File: src/rtl/adder_flag_stage.sv
// Registered output stage for the 16-bit adder-with-flags datapath, with sticky flags and an overflow counter.
// Latency: an entry accepted into an empty stage is presented one cycle later.
// Backpressure: a 2-entry skid buffer with a registered in_ready that drops only when both entries are full.
module adder_flag_stage #(
    parameter int W  = 16,
    parameter int CW = 8
) (
    input  logic          clk,
    input  logic          rst_n,
    input  logic          in_valid,
    output logic          in_ready,
    input  logic [W-1:0]  z_in,
    input  logic          sign_in,
    input  logic          carry_in,
    input  logic          zero_in,
    input  logic          parity_in,
    input  logic          overflow_in,
    output logic          out_valid,
    input  logic          out_ready,
    output logic [W-1:0]  z_out,
    output logic [4:0]    flags_out,
    output logic [4:0]    sticky_flags,
    input  logic          sticky_clr,
    output logic [CW-1:0] ovf_count
);

    localparam logic [1:0] ST_EMPTY = 2'd0;
    localparam logic [1:0] ST_ONE   = 2'd1;
    localparam logic [1:0] ST_TWO   = 2'd2;

    localparam logic [CW-1:0] CNT_MAX = {CW{1'b1}};

    logic [1:0]    state_q,     state_d;
    logic [W-1:0]  main_z_q,    main_z_d;
    logic [4:0]    main_f_q,    main_f_d;
    logic [W-1:0]  skid_z_q,    skid_z_d;
    logic [4:0]    skid_f_q,    skid_f_d;
    logic          in_ready_q,  in_ready_d;
    logic          out_valid_q, out_valid_d;
    logic [4:0]    sticky_q,    sticky_d;
    logic [CW-1:0] ovf_cnt_q,   ovf_cnt_d;

    logic       accept;
    logic       drain;
    logic [4:0] flags_in;
    logic [4:0] sticky_base;
    logic [CW-1:0] cnt_base;

    // Flags are taken exactly as the adder produced them, packed {sign,carry,zero,parity,overflow}.
    assign flags_in = {sign_in, carry_in, zero_in, parity_in, overflow_in};
    assign accept   = in_valid & in_ready_q;
    assign drain    = out_valid_q & out_ready;

    // Buffer occupancy and data movement; the main register always holds the oldest entry.
    always_comb begin
        state_d  = state_q;
        main_z_d = main_z_q;
        main_f_d = main_f_q;
        skid_z_d = skid_z_q;
        skid_f_d = skid_f_q;
        case (state_q)
            ST_EMPTY: begin
                if (accept) begin
                    state_d  = ST_ONE;
                    main_z_d = z_in;
                    main_f_d = flags_in;
                end
            end
            ST_ONE: begin
                if (accept && drain) begin
                    main_z_d = z_in;
                    main_f_d = flags_in;
                end else if (accept) begin
                    state_d  = ST_TWO;
                    skid_z_d = z_in;
                    skid_f_d = flags_in;
                end else if (drain) begin
                    state_d = ST_EMPTY;
                end
            end
            ST_TWO: begin
                // in_ready is low here, so only a drain can change anything.
                if (drain) begin
                    state_d  = ST_ONE;
                    main_z_d = skid_z_q;
                    main_f_d = skid_f_q;
                end
            end
            default: state_d = ST_EMPTY;
        endcase
        in_ready_d  = (state_d != ST_TWO);
        out_valid_d = (state_d != ST_EMPTY);
    end

    // Sticky flags and overflow counter: a clear acts first, then the same-cycle accept is folded in.
    always_comb begin
        sticky_base = sticky_clr ? 5'd0 : sticky_q;
        cnt_base    = sticky_clr ? '0 : ovf_cnt_q;
        sticky_d    = sticky_base;
        ovf_cnt_d   = cnt_base;
        if (accept) begin
            sticky_d = sticky_base | flags_in;
            if (overflow_in && (cnt_base != CNT_MAX)) begin
                ovf_cnt_d = cnt_base + 1'b1;
            end
        end
    end

    // State and data registers; reset drops any held entries.
    always_ff @(posedge clk or negedge rst_n) begin
        if (!rst_n) begin
            state_q     <= ST_EMPTY;
            main_z_q    <= '0;
            main_f_q    <= '0;
            skid_z_q    <= '0;
            skid_f_q    <= '0;
            in_ready_q  <= 1'b1;
            out_valid_q <= 1'b0;
            sticky_q    <= '0;
            ovf_cnt_q   <= '0;
        end else begin
            state_q     <= state_d;
            main_z_q    <= main_z_d;
            main_f_q    <= main_f_d;
            skid_z_q    <= skid_z_d;
            skid_f_q    <= skid_f_d;
            in_ready_q  <= in_ready_d;
            out_valid_q <= out_valid_d;
            sticky_q    <= sticky_d;
            ovf_cnt_q   <= ovf_cnt_d;
        end
    end

    assign in_ready     = in_ready_q;
    assign out_valid    = out_valid_q;
    assign z_out        = main_z_q;
    assign flags_out    = main_f_q;
    assign sticky_flags = sticky_q;
    assign ovf_count    = ovf_cnt_q;

endmodule

File: config.mk
export PLATFORM = sky130hd
export DESIGN_NAME = adder_flag_stage
export DESIGN_NICKNAME = d
export VERILOG_FILES = /design/src/rtl/adder_flag_stage.sv
export SDC_FILE = /design/constraint.sdc
export NUM_CORES = 1
export LEC_CHECK = 0
export CORE_MARGIN = 1
export CORE_UTILIZATION = 53
export DETAILED_ROUTE_END_ITERATION = 16
export PLACE_DENSITY = 0.88
export SLEW_MARGIN = 15
export SYNTH_ARGS = -nofsm -noshare
export SYNTH_HDL_FRONTEND = slang
export SYNTH_SLANG_ARGS = --single-unit
File: constraint.sdc
create_clock -name clk -period 3.58 [get_ports clk]
set_clock_uncertainty 0.05 [all_clocks]
set_input_delay 0.537 -clock clk [delete_from_list [all_inputs] [get_ports clk]]
set_output_delay 0.537 -clock clk [all_outputs]
set_load 0.03 [all_outputs]
==> results of run 1 <==
==> cell usage in the layout, fill, tap and decap left out, types with 2 or more instances in the layout <==
master           Yosys  final
nor2_1               8      8
buf_4                0      3
xor2_1               2      2
nor3_1               4      4
o21ai_0              5      5
nand3_1              5      5
clkbuf_8             0     11
inv_1                7      7
o211ai_1             2      2
mux2_2              63     63
nor2b_1              3      3
a21oi_1              2      2
clkinv_2             0      3
nand2_1             11     11
mux2i_1              2      2
o21bai_1             2      2
clkdlybuf4s50_1      0     60
dfrtp_1             58     58
and3_1               3      3
nand4_1              3      3
and2_1               2      2
==> synthesized netlist by cell type, types with 2 or more instances <==
| cell type | instances | share of area [%] |
|---|---|---|
| a21oi_1 | 2 | 0.37 |
| and2_1 | 2 | 0.47 |
| and3_1 | 3 | 0.70 |
| buf_2 | 4 | 0.75 |
| buf_6 | 3 | 1.3 |
| clkbuf_1 | 2 | 0.28 |
| dfrtp_1 | 58 | 54 |
| inv_1 | 7 | 0.98 |
| mux2_2 | 63 | 26 |
| mux2i_1 | 2 | 0.75 |
| nand2_1 | 11 | 1.5 |
| nand3_1 | 5 | 0.93 |
| nand4_1 | 3 | 0.70 |
| nor2_1 | 8 | 1.1 |
| nor2b_1 | 3 | 0.70 |
| nor3_1 | 4 | 0.75 |
| o211ai_1 | 2 | 0.56 |
| o21ai_0 | 5 | 0.93 |
| o21bai_1 | 2 | 0.56 |
| xor2_1 | 2 | 0.65 |
==> flip-flops by register name, summed over array words and instances (netlist names) <==
name / cells
z_out: 16
out_valid: 1
state_q: 2
ovf_count: 8
sticky_flags: 5
skid_f_q: 5
in_ready: 1
skid_z_q: 16
flags_out: 5
==> logic make-up (layout without fill, tap and decap cells) <==
family	count (synthesis)	count (layout)
adders and majority gates	1	1
buffers and inverters	16	85
xor gates and xnor gates	3	3
muxes	66	66
DFF	59	59
and+or+nand+nor	40	40
AOI/OAI and AO/OA	18	18
==> how the worst max path moves through the flow <==
stage,from,end,depth (start not counted)
2_1_floorplan,ovf_count[0],ovf_count[1],5
3_3_place_gp,sticky_clr,ovf_count[1],6
3_5_place_dp,sticky_clr,ovf_count[1],6
4_1_cts,sticky_clr,ovf_count[1],6
5_1_grt,sticky_clr,ovf_count[1],6
6_report,sticky_clr,ovf_count[1],6
==> final cells by class <==
cell class / count / area, um^2
fill: 342 / 1291
clock inverter: 3 / 15.01
multi-input combinational: 128 / 1112
sequential: 59 / 1478
inverter: 7 / 26.28
timing repair buffer: 64 / 628.1
clock buffer: 11 / 151.4
tap: 67 / 83.83
==> per-layer routing <==
| layer | vias up | GRT usage, % |
|---|---|---|
| met4 | 0 | 10.89 |
| met2 | 64 | 33.54 |
| li1 | 850 | - |
| met1 | 927 | 25.18 |
| met5 | - | 0 |
| met3 | 12 | 5.801 |
==> through the flow <==
step / hold WS [ns] / cells / worst slack [ns] / utilization [%] / total power [mW]
after CTS: 0.2904 / 339 / 0.9756 / 73.02 / 2.898
after detailed placement: 0.4413 / 325 / 0.6434 / 69.54 / 2.379
after global routing: 0.3281 / 339 / 0.8087 / 73.02 / 3.028
final: 0.2712 / 339 / 0.9559 / 73.02 / 2.871
after global placement: 0.4317 / 325 / 0.7433 / 69.54 / 2.336
after floorplan: 0.1914 / 203 / 1.492 / - / 1.942
==> worst max-delay path: cells and delay by family <==
kind                     cells  cell delay, ns
buffers and inverters        1            0.65
AO/OA/AOI/OAI                1            0.52
AND/OR/NAND/NOR              2            0.41
multiplexers                 1            0.39
adder cells (fa/ha/maj)      1            0.27
==> power groups by stage <==
stage / sequential [mW] / clock, mW / combinational, mW
global placement: 1.10 / 0 / 1.24
floorplan: 1.39 / 0 / 0.556
CTS: 1.10 / 0.524 / 1.27
finish: 1.10 / 0.513 / 1.26
global route: 1.14 / 0.557 / 1.33
detailed placement: 1.11 / 0 / 1.27
==> out/metrics.yaml, run 1 <==
outcome:
  status: "finished, final reports clean"
floorplan:
  die_h_um: 73.08
  die_w_um: 73.08
  dieArea_um2: 5340
  core_um2: 4786
  initial_core_util_pct: 55.95
  rows: 25
  io_pins: 62
sta:
  period_share_pct: 73.30
  setup_viol: 0
  maxSlewViolCount: 0
  finalHoldViolations: 0
  setup_tns_ns: 0
  rsz0062_at_grt: "no"
  fin_crit_ns: 2.624
  timing.fmax_mhz: 381.1
  relSlewSlack_pct: 43.48
  worstMarginPinSlew_ns: 0.8478
layout:
  finalInstanceArea_um2: 3495
  antennaDiodeCount: 0
  area_growth_pct: 30.51
  drive_above_1_share_pct: 31.25
  nets: 296
worst_hold_path:
  hold_class: "input pin to asynchronous set/reset pin"
power_and_ir_drop:
  p_sw_mw: 0.9983
  clkPwrFrac_pct: 17.9
  ir_drop_mv: 0.5618
  power.density_nw_per_um2: 821.4
  internal_power_mw: 1.872
  leakagePower_nw: 1.466
  comb_power_share_pct: 43.7
  switching_share_pct: 34.78
  seqPwrFrac_pct: 38.4
detailed_routing:
  drt-pass1-iter-count: 4
  drcViolationCount: 0
  vias: 1853
  ant_nets: 0
  wl_met3_um: 288
  wl_per_cell_um: 14.64
  met2_length_mm: 2.481
  drtIter0Drc: 118
  dr.max_layer_used: "met4"
  drt_wl_total_mm: 4.963
  routed_via_density: 5.466
  wl_met1_mm: 2.080
critical_path:
  cp_max_fo: 14
  reg2regPathDepth: 5
  crit_slowest_cell: "clkdlybuf4s50_1"
  startpoint_type: "input pin"
  reg2reg_to: "skid_z_q[4]"
  cp-end-kind: "flip-flop"
  max_stage_delay_ns: 0.65
  r2r_slack_ns: 1.44
  crit_chain: "clkdlybuf4s50_1 -> nor2b_1 -> ha_1 -> nand2_1 -> o41ai_1 -> mux2_2"
  r2r-start: "in_ready"
  crit_required_ns: 3.74
  path_class: "input pin to flip-flop"
  critPathArrivalTime_ns: 2.78
global_routing:
  grt_util_all_layers_pct: 20.71
  first_global_vias: 1815
  grt_pass1_wl_mm: 8.190
  grt_antenna_before_repair: 0
  grt_max_degree: 40
  grt_overflow: 0
yosys:
  synth_top_family_by_area: "multiplexers"
  yosys.area_share.simple_pct: 7.243
  synth_edf_count: 0
  synth_xor_area_share_pct: 0.9813
  ys_seq_area_share_pct: 55.19
  yosys-mux-area-fraction_pct: 27.80
  synth-adder-area-share_pct: 0.4673
  synth_area_per_cell_um2: 13.19
  ys.flop_type: "dfrtp_1"
  synth_cell_types: 32
  ys_seq_elements: 59
  synth_compound_area_share_pct: 5.047
  syn-num-nets: 230
  async_flop_share_pct: 100.0
  syn-cell-area_um2: 2678
  netlist_instances: 203
  ys_warn_count: 0
clock_tree:
  hold_buffers: 0
  tritoncts: "done"
  post_cts_buffers: 0
  insertion_delay_ns: 0.32
  cts.path.max_buffers: 2
  root_buffer: "clkbuf_8"
  clkSinkCount: 59
  post_cts_resized: 0
  h-tree-depth: 3
  cts-buffers-inserted: 9
  clk_pin_slew_ns: 0.06
placement:
  place_hpwl_mm: 3.443
  port_buffers: 61
  place_area_um2: 3328
  gp_congestion: 0.8434
flow_run:
  drv_cap: 0
No activity file was read; power rests on OpenSTA's default activity.
==> run 2, diff against run 1 <==
--- a/config.mk
+++ b/config.mk
@@ -6,9 +6,9 @@
 export NUM_CORES = 1
 export LEC_CHECK = 0
 export CORE_MARGIN = 1
-export CORE_UTILIZATION = 53
+export CORE_UTILIZATION = 50
 export DETAILED_ROUTE_END_ITERATION = 16
-export PLACE_DENSITY = 0.88
+export PLACE_DENSITY = 0.84
 export SLEW_MARGIN = 15
 export SYNTH_ARGS = -nofsm -noshare
 export SYNTH_HDL_FRONTEND = slang
==> constraint.sdc (replaced) <==
create_clock -name clk -period 2.6 [get_ports clk]
set_clock_uncertainty 0.05 [all_clocks]
set_input_delay 0.39 -clock clk [delete_from_list [all_inputs] [get_ports clk]]
set_output_delay 0.39 -clock clk [all_outputs]
set_load 0.03 [all_outputs]
==> out/metrics.yaml, run 2 (same netlist as run 1, synthesis figures left out) <==
sta:
  period_share_pct: 84.58
  worstMarginPinSlew_ns: 0.5529  # -0.2949 ns
  maxSlewViolCount: 0  # unchanged
  fin_crit_ns: 2.199
  setup_viol: 0  # unchanged
  holdWs_ns: -0.0006913  # -0.2719 ns
  timing.fmax_mhz: 454.8
  finalHoldViolations: 2  # +2
  relSlewSlack_pct: 62.66  # +19 points
  setup_tns_ns: 0  # unchanged
  rsz0062_at_grt: "no"
global_routing:
  grt_util_all_layers_pct: 19.76  # -0.95 points
  grt_antenna_before_repair: 0  # unchanged
  grt_overflow: 0  # unchanged
  grt_pass1_wl_mm: 7.969  # -2.7%
  first_global_vias: 1789  # -1.4%
  grt_max_degree: 60  # +50%
critical_path:
  path_class: "input pin to flip-flop"
  crit_chain: "clkdlybuf4s50_1 -> nor2b_1 -> ha_1 -> nand2_1 -> o41ai_1 -> mux2_2"
  crit_required_ns: 2.77  # -0.97 ns
  r2r-start: "ovf_count[0]"
  critPathArrivalTime_ns: 2.37  # -0.41 ns
  cp-end-kind: "flip-flop"
  reg2reg_to: "ovf_count[1]"
  critPathCapture: "ovf_count[1]"
  crit_slowest_cell: "o41ai_1"
  critical_path.top_delay_family: "compound AO/OA/AOI/OAI gates"
  path_depth: 6  # unchanged
  critPathLaunch: "sticky_clr"
  cp_max_fo: 5  # -9
  max_stage_delay_ns: 0.55  # -0.10 ns
  worst-path-buf-inv: 1  # unchanged
  reg2regPathDepth: 5  # unchanged
  r2r_slack_ns: 0.49  # -0.95 ns
  startpoint_type: "input pin"
layout:
  final_cells: 348  # +2.7%
  final_cell_mix: "63 x mux2_2, 60 x clkdlybuf4s50_1, 58 x dfrtp_1"
  final_common_cell: "mux2_2"
  finalInstanceArea_um2: 3547  # +1.5%
  nets: 300  # +1.4%
  drive_above_1_share_pct: 31.65  # +0.40 points
  antennaDiodeCount: 0  # unchanged
  area_growth_pct: 32.48
power_and_ir_drop:
  leakagePower_nw: 1.488  # +1.5%
  total_power_mw: 4.018  # +40%
  ir_drop_mv: 0.7864  # +40%
  power.density_nw_per_um2: 1133  # +38%
detailed_routing:
  routed_via_density: 5.155  # -5.7%
  drtIter0Drc: 93  # -21%
  drcViolationCount: 0  # unchanged
  wl_per_cell_um: 14.82  # +1.2%
  vias: 1794  # -3.2%
  ant_nets: 0  # unchanged
  drt_wl_total_mm: 5.156  # +3.9%
  drt-pass1-iter-count: 4  # unchanged
clock_tree:
  hold_buffers: 0  # unchanged
  cts.path.max_buffers: 2  # unchanged
  post_cts_buffers: 0  # unchanged
  clk_pin_slew_ns: 0.06  # about the same
  cts-buffers-inserted: 9  # unchanged
  root_buffer: "clkbuf_8"
  post_cts_resized: 0  # unchanged
  clkSinkCount: 59  # unchanged
  h-tree-depth: 3  # unchanged
  tritoncts: "done"
  insertion_delay_ns: 0.33  # about the same
outcome:
  status: "finished, violations left"
  violations: "negative hold slack"
placement:
  gp_congestion: 0.8244  # -2.3%
  port_buffers: 61  # unchanged
  dp.cells: 332  # +2.2%
  place_area_um2: 3374  # +1.4%
  place_hpwl_mm: 3.554  # +3.2%
flow_run:
  drv_cap: 0  # unchanged
floorplan:
  core_um2: 5140  # +7.4%
  initial_core_util_pct: 52.09  # -3.9 points
  die_w_um: 75.18  # +2.9%
  io_pins: 62  # unchanged
  rows: 26  # +4.0%
  die_h_um: 75.18  # +2.9%
  dieArea_um2: 5652  # +5.8%
worst_hold_path:
  hold_class: "input pin to asynchronous set/reset pin"
-- run 2: power breakdown --
part / leakage, nW / total, mW / switching (mW) / internal [mW]
Combinational: 0.682 / 1.76 / 0.848 / 0.909
Sequential: 0.716 / 1.52 / 0.212 / 1.31
Clock: 0.0905 / 0.736 / 0.341 / 0.396
Total: 1.49 / 4.02 / 1.40 / 2.62
-- run 2: final cells by class --
class / instances / area (um^2)
clock buffer: 14 / 162.7
clock inverter: 2 / 10.01
fill: 403 / 1593
inverter: 7 / 26.28
multi-input combinational: 128 / 1112
sequential: 59 / 1478
tap: 70 / 87.58
timing repair buffer: 68 / 670.6
-- run 2: how the worst min path moves through the flow --
stage | depth (start not counted) | startpoint | end | slack, ns
5_1_grt | 2 | rst_n | skid_z_q[5] | 0.004
3_3_place_gp | 2 | rst_n | skid_z_q[5] | 0.37
3_5_place_dp | 2 | rst_n | skid_z_q[5] | 0.37
2_1_floorplan | 0 | rst_n | flags_out[0] | 0.04
4_1_cts | 2 | rst_n | skid_z_q[5] | 0.002
6_report | 2 | rst_n | skid_z_q[5] | -0.0007
-- run 2: per-layer routing --
layer	track usage (%)	routed length [um]
met1	22.79	2196
met2	33.13	2593
met3	7.095	294
met4	9.053	71
met5	0	0
-- run 2: stage by stage --
step           worst slack, ns  util [%]
2_1_floorplan           0.5123         -
3_3_place_gp            0.1829     65.65
3_5_place_dp           0.06822     65.65
4_1_cts                 0.4331     69.01
5_1_grt                 0.3160     69.01
6_report                0.4010     69.01
==> run 3, diff against run 2 <==
--- a/config.mk
+++ b/config.mk
@@ -6,9 +6,9 @@
 export NUM_CORES = 1
 export LEC_CHECK = 0
 export CORE_MARGIN = 1
-export CORE_UTILIZATION = 50
+export CORE_UTILIZATION = 45
 export DETAILED_ROUTE_END_ITERATION = 16
-export PLACE_DENSITY = 0.84
+export PLACE_DENSITY = 0.8
 export SLEW_MARGIN = 15
 export SYNTH_ARGS = -nofsm -noshare
 export SYNTH_HDL_FRONTEND = slang
==> constraint.sdc (replaced) <==
create_clock -name clk -period 1.8 [get_ports clk]
set_clock_uncertainty 0.05 [all_clocks]
set_input_delay 0.27 -clock clk [delete_from_list [all_inputs] [get_ports clk]]
set_output_delay 0.27 -clock clk [all_outputs]
set_load 0.03 [all_outputs]
==> out/metrics.yaml, run 3 (same netlist as run 1, synthesis figures left out) <==
placement:
  place_hpwl_mm: 3.599  # +1.3%
  place_area_um2: 3542  # +5.0%
  gp_congestion: 0.8309  # +0.79%
  port_buffers: 61  # unchanged
layout:
  area_growth_pct: 39.63
  drive_above_1_share_pct: 35.76  # +4.1 points
  seq_area_um2: 1480  # +0.17%
  finalInstanceArea_um2: 3739  # +5.4%
  antennaDiodeCount: 0  # unchanged
  multi_input_area_um2: 1170  # +5.2%
  fill_cells: 440  # +9.2%
  final_cell_mix: "62 x mux2_2, 56 x dfrtp_1, 53 x clkdlybuf4s50_1"
  nets: 310  # +3.3%
  final_common_cell: "mux2_2"
detailed_routing:
  vias: 1866  # +4.0%
  routed_via_density: 5.183  # +0.55%
  drtIter0Drc: 72  # -23%
  drt_wl_total_mm: 5.189  # +0.64%
  wl_per_cell_um: 14.41  # -2.7%
  drt-pass1-iter-count: 4  # unchanged
  ant_nets: 0  # unchanged
  drcViolationCount: 0  # unchanged
floorplan:
  initial_core_util_pct: 47.75  # -4.3 points
  rows: 27  # +3.8%
  io_pins: 62  # unchanged
  core_um2: 5608  # +9.1%
  die_w_um: 79.14  # +5.3%
  dieArea_um2: 6262  # +11%
  die_h_um: 79.14  # +5.3%
critical_path:
  cp-end-kind: "flip-flop"
  crit_slowest_cell: "clkdlybuf4s50_1"
  critPathArrivalTime_ns: 1.93  # -0.44 ns
  critical_path.top_delay_family: "buffers and inverters"
  path_class: "input pin to flip-flop"
  crit_chain: "clkdlybuf4s50_1 -> nor2b_4 -> ha_4 -> nand2_4 -> o41ai_4 -> mux2_4"
  reg2regPathDepth: 5  # unchanged
  path_depth: 6  # unchanged
  startpoint_type: "input pin"
  crit_required_ns: 1.97  # -0.80 ns
  cp_max_fo: 3  # -2
  worst-path-buf-inv: 1  # unchanged
  max_stage_delay_ns: 0.53  # -0.02 ns
sta:
  rsz0062_at_grt: "no"
  finalHoldViolations: 0  # -2
  relSlewSlack_pct: 75.23  # +13 points
  fin_crit_ns: 1.758
  setup_viol: 0  # unchanged
  period_share_pct: 97.64
  setup_tns_ns: 0  # unchanged
  worstMarginPinSlew_ns: 0.3703  # -0.1825 ns
  maxSlewViolCount: 0  # unchanged
  timing.fmax_mhz: 569.0
global_routing:
  grt-busiest-layer: "met2"
  met3_usage_pct: 5.747  # -1.3 points
  grt_pass1_wl_mm: 8.749  # +9.8%
  grt_overflow: 0  # unchanged
  use_met2_pct: 27.59  # -5.5 points
  grt_antenna_before_repair: 0  # unchanged
  grt_use_met1_pct: 24.12  # +1.3 points
  grt_max_degree: 60  # unchanged
  first_global_vias: 1882  # +5.2%
  grt_util_all_layers_pct: 18.58  # -1.2 points
clock_tree:
  tritoncts: "done"
  clk_pin_slew_ns: 0.06  # about the same
  cts-buffers-inserted: 9  # unchanged
  h-tree-depth: 3  # unchanged
  root_buffer: "clkbuf_8"
  insertion_delay_ns: 0.33  # about the same
  post_cts_buffers: 0  # unchanged
  clkSinkCount: 59  # unchanged
  cts.path.max_buffers: 2  # unchanged
power_and_ir_drop:
  ir_drop_mv: 0.9687  # +23%
  leakagePower_nw: 1.627  # +9.3%
  power.density_nw_per_um2: 1608  # +42%
outcome:
  status: "finished, final reports clean"
worst_hold_path:
  hold_class: "input pin to asynchronous set/reset pin"
flow_run:
  drv_cap: 0  # unchanged
## run 3: cell types whose count changed in the layout (fill, tap and decap cells not counted), sizes merged
cell,previous run,this run
dlygate4sd2,0,5
buf,8,17
clkdlybuf4s50,60,53
clkinv,2,1
bufinv,0,1
dlygate4sd3,0,1
dlymetal6s2s,0,2
## run 3: cell type report
type / instances / share of cell area [%]
repair buffers: 78 / 20.98
clock inverters: 2 / 0.9371
inverters: 7 / 0.7028
flip-flops and latches: 59 / 39.59
clock buffers: 14 / 4.083
well taps: 72 / 2.410
multi-input cells: 128 / 31.29
## run 3: power by group
group	internal (mW)	total (mW)	switching, mW
Sequential	1.90	2.19	0.293
Combinational	1.40	2.65	1.25
Clock	0.678	1.17	0.493
## run 3: layer usage
| layer | share of wire, % | vias up | routed length [um] |
|---|---|---|---|
| met5 | 0 | - | 0 |
| met4 | 2.9 | 0 | 153 |
| met3 | 4.7 | 10 | 242 |
| met2 | 47 | 47 | 2442 |
| met1 | 45 | 924 | 2350 |
| li1 | - | 885 | - |
## run 3: path summary, 6_finish.rpt
kind	startpoint	endpoint	slack (ns)
worst max-delay path	sticky_clr	ovf_count[1]	0.04
worst min-delay path	rst_n	ovf_count[5]	0.40
worst max register to register	state_q[0]	z_out[5]	0.12
worst min register to register	skid_z_q[7]	skid_z_q[7]	0.45
max in group asynchronous	rst_n	in_ready	0.98
min in group clk	skid_z_q[7]	skid_z_q[7]	0.45
## run 3: tightest hold or removal path, cell delays in order
cell,delay [ns]
dlygate4sd3_1,0.52
buf_2,0.12
buf_12,0.27
## run 3: repair_timing
item | in CTS | in global routing
endpoints found under the hold margin | 58 | 0
gates resized for setup | 5 | 2
hold buffers | 1 | 0
endpoints found under the setup margin | 5 | 2
## run 3: metrics by stage
stage | utilization (%) | std cells | hold slack [ns] | worst slack (ns) | power (mW)
final | 66.67 | 360 | 0.4043 | 0.04243 | 6.010
after global routing | 66.67 | 360 | 0.4467 | 0.009681 | 6.340
after CTS | 66.58 | 360 | 0.4211 | 0.0009782 | 6.084
after detailed placement | 63.16 | 343 | 0.2487 | -0.2990 | 4.897
after global placement | 63.16 | 343 | 0.2488 | -0.2534 | 4.818
after floorplan | - | 203 | -0.07559 | 0.003384 | 3.885
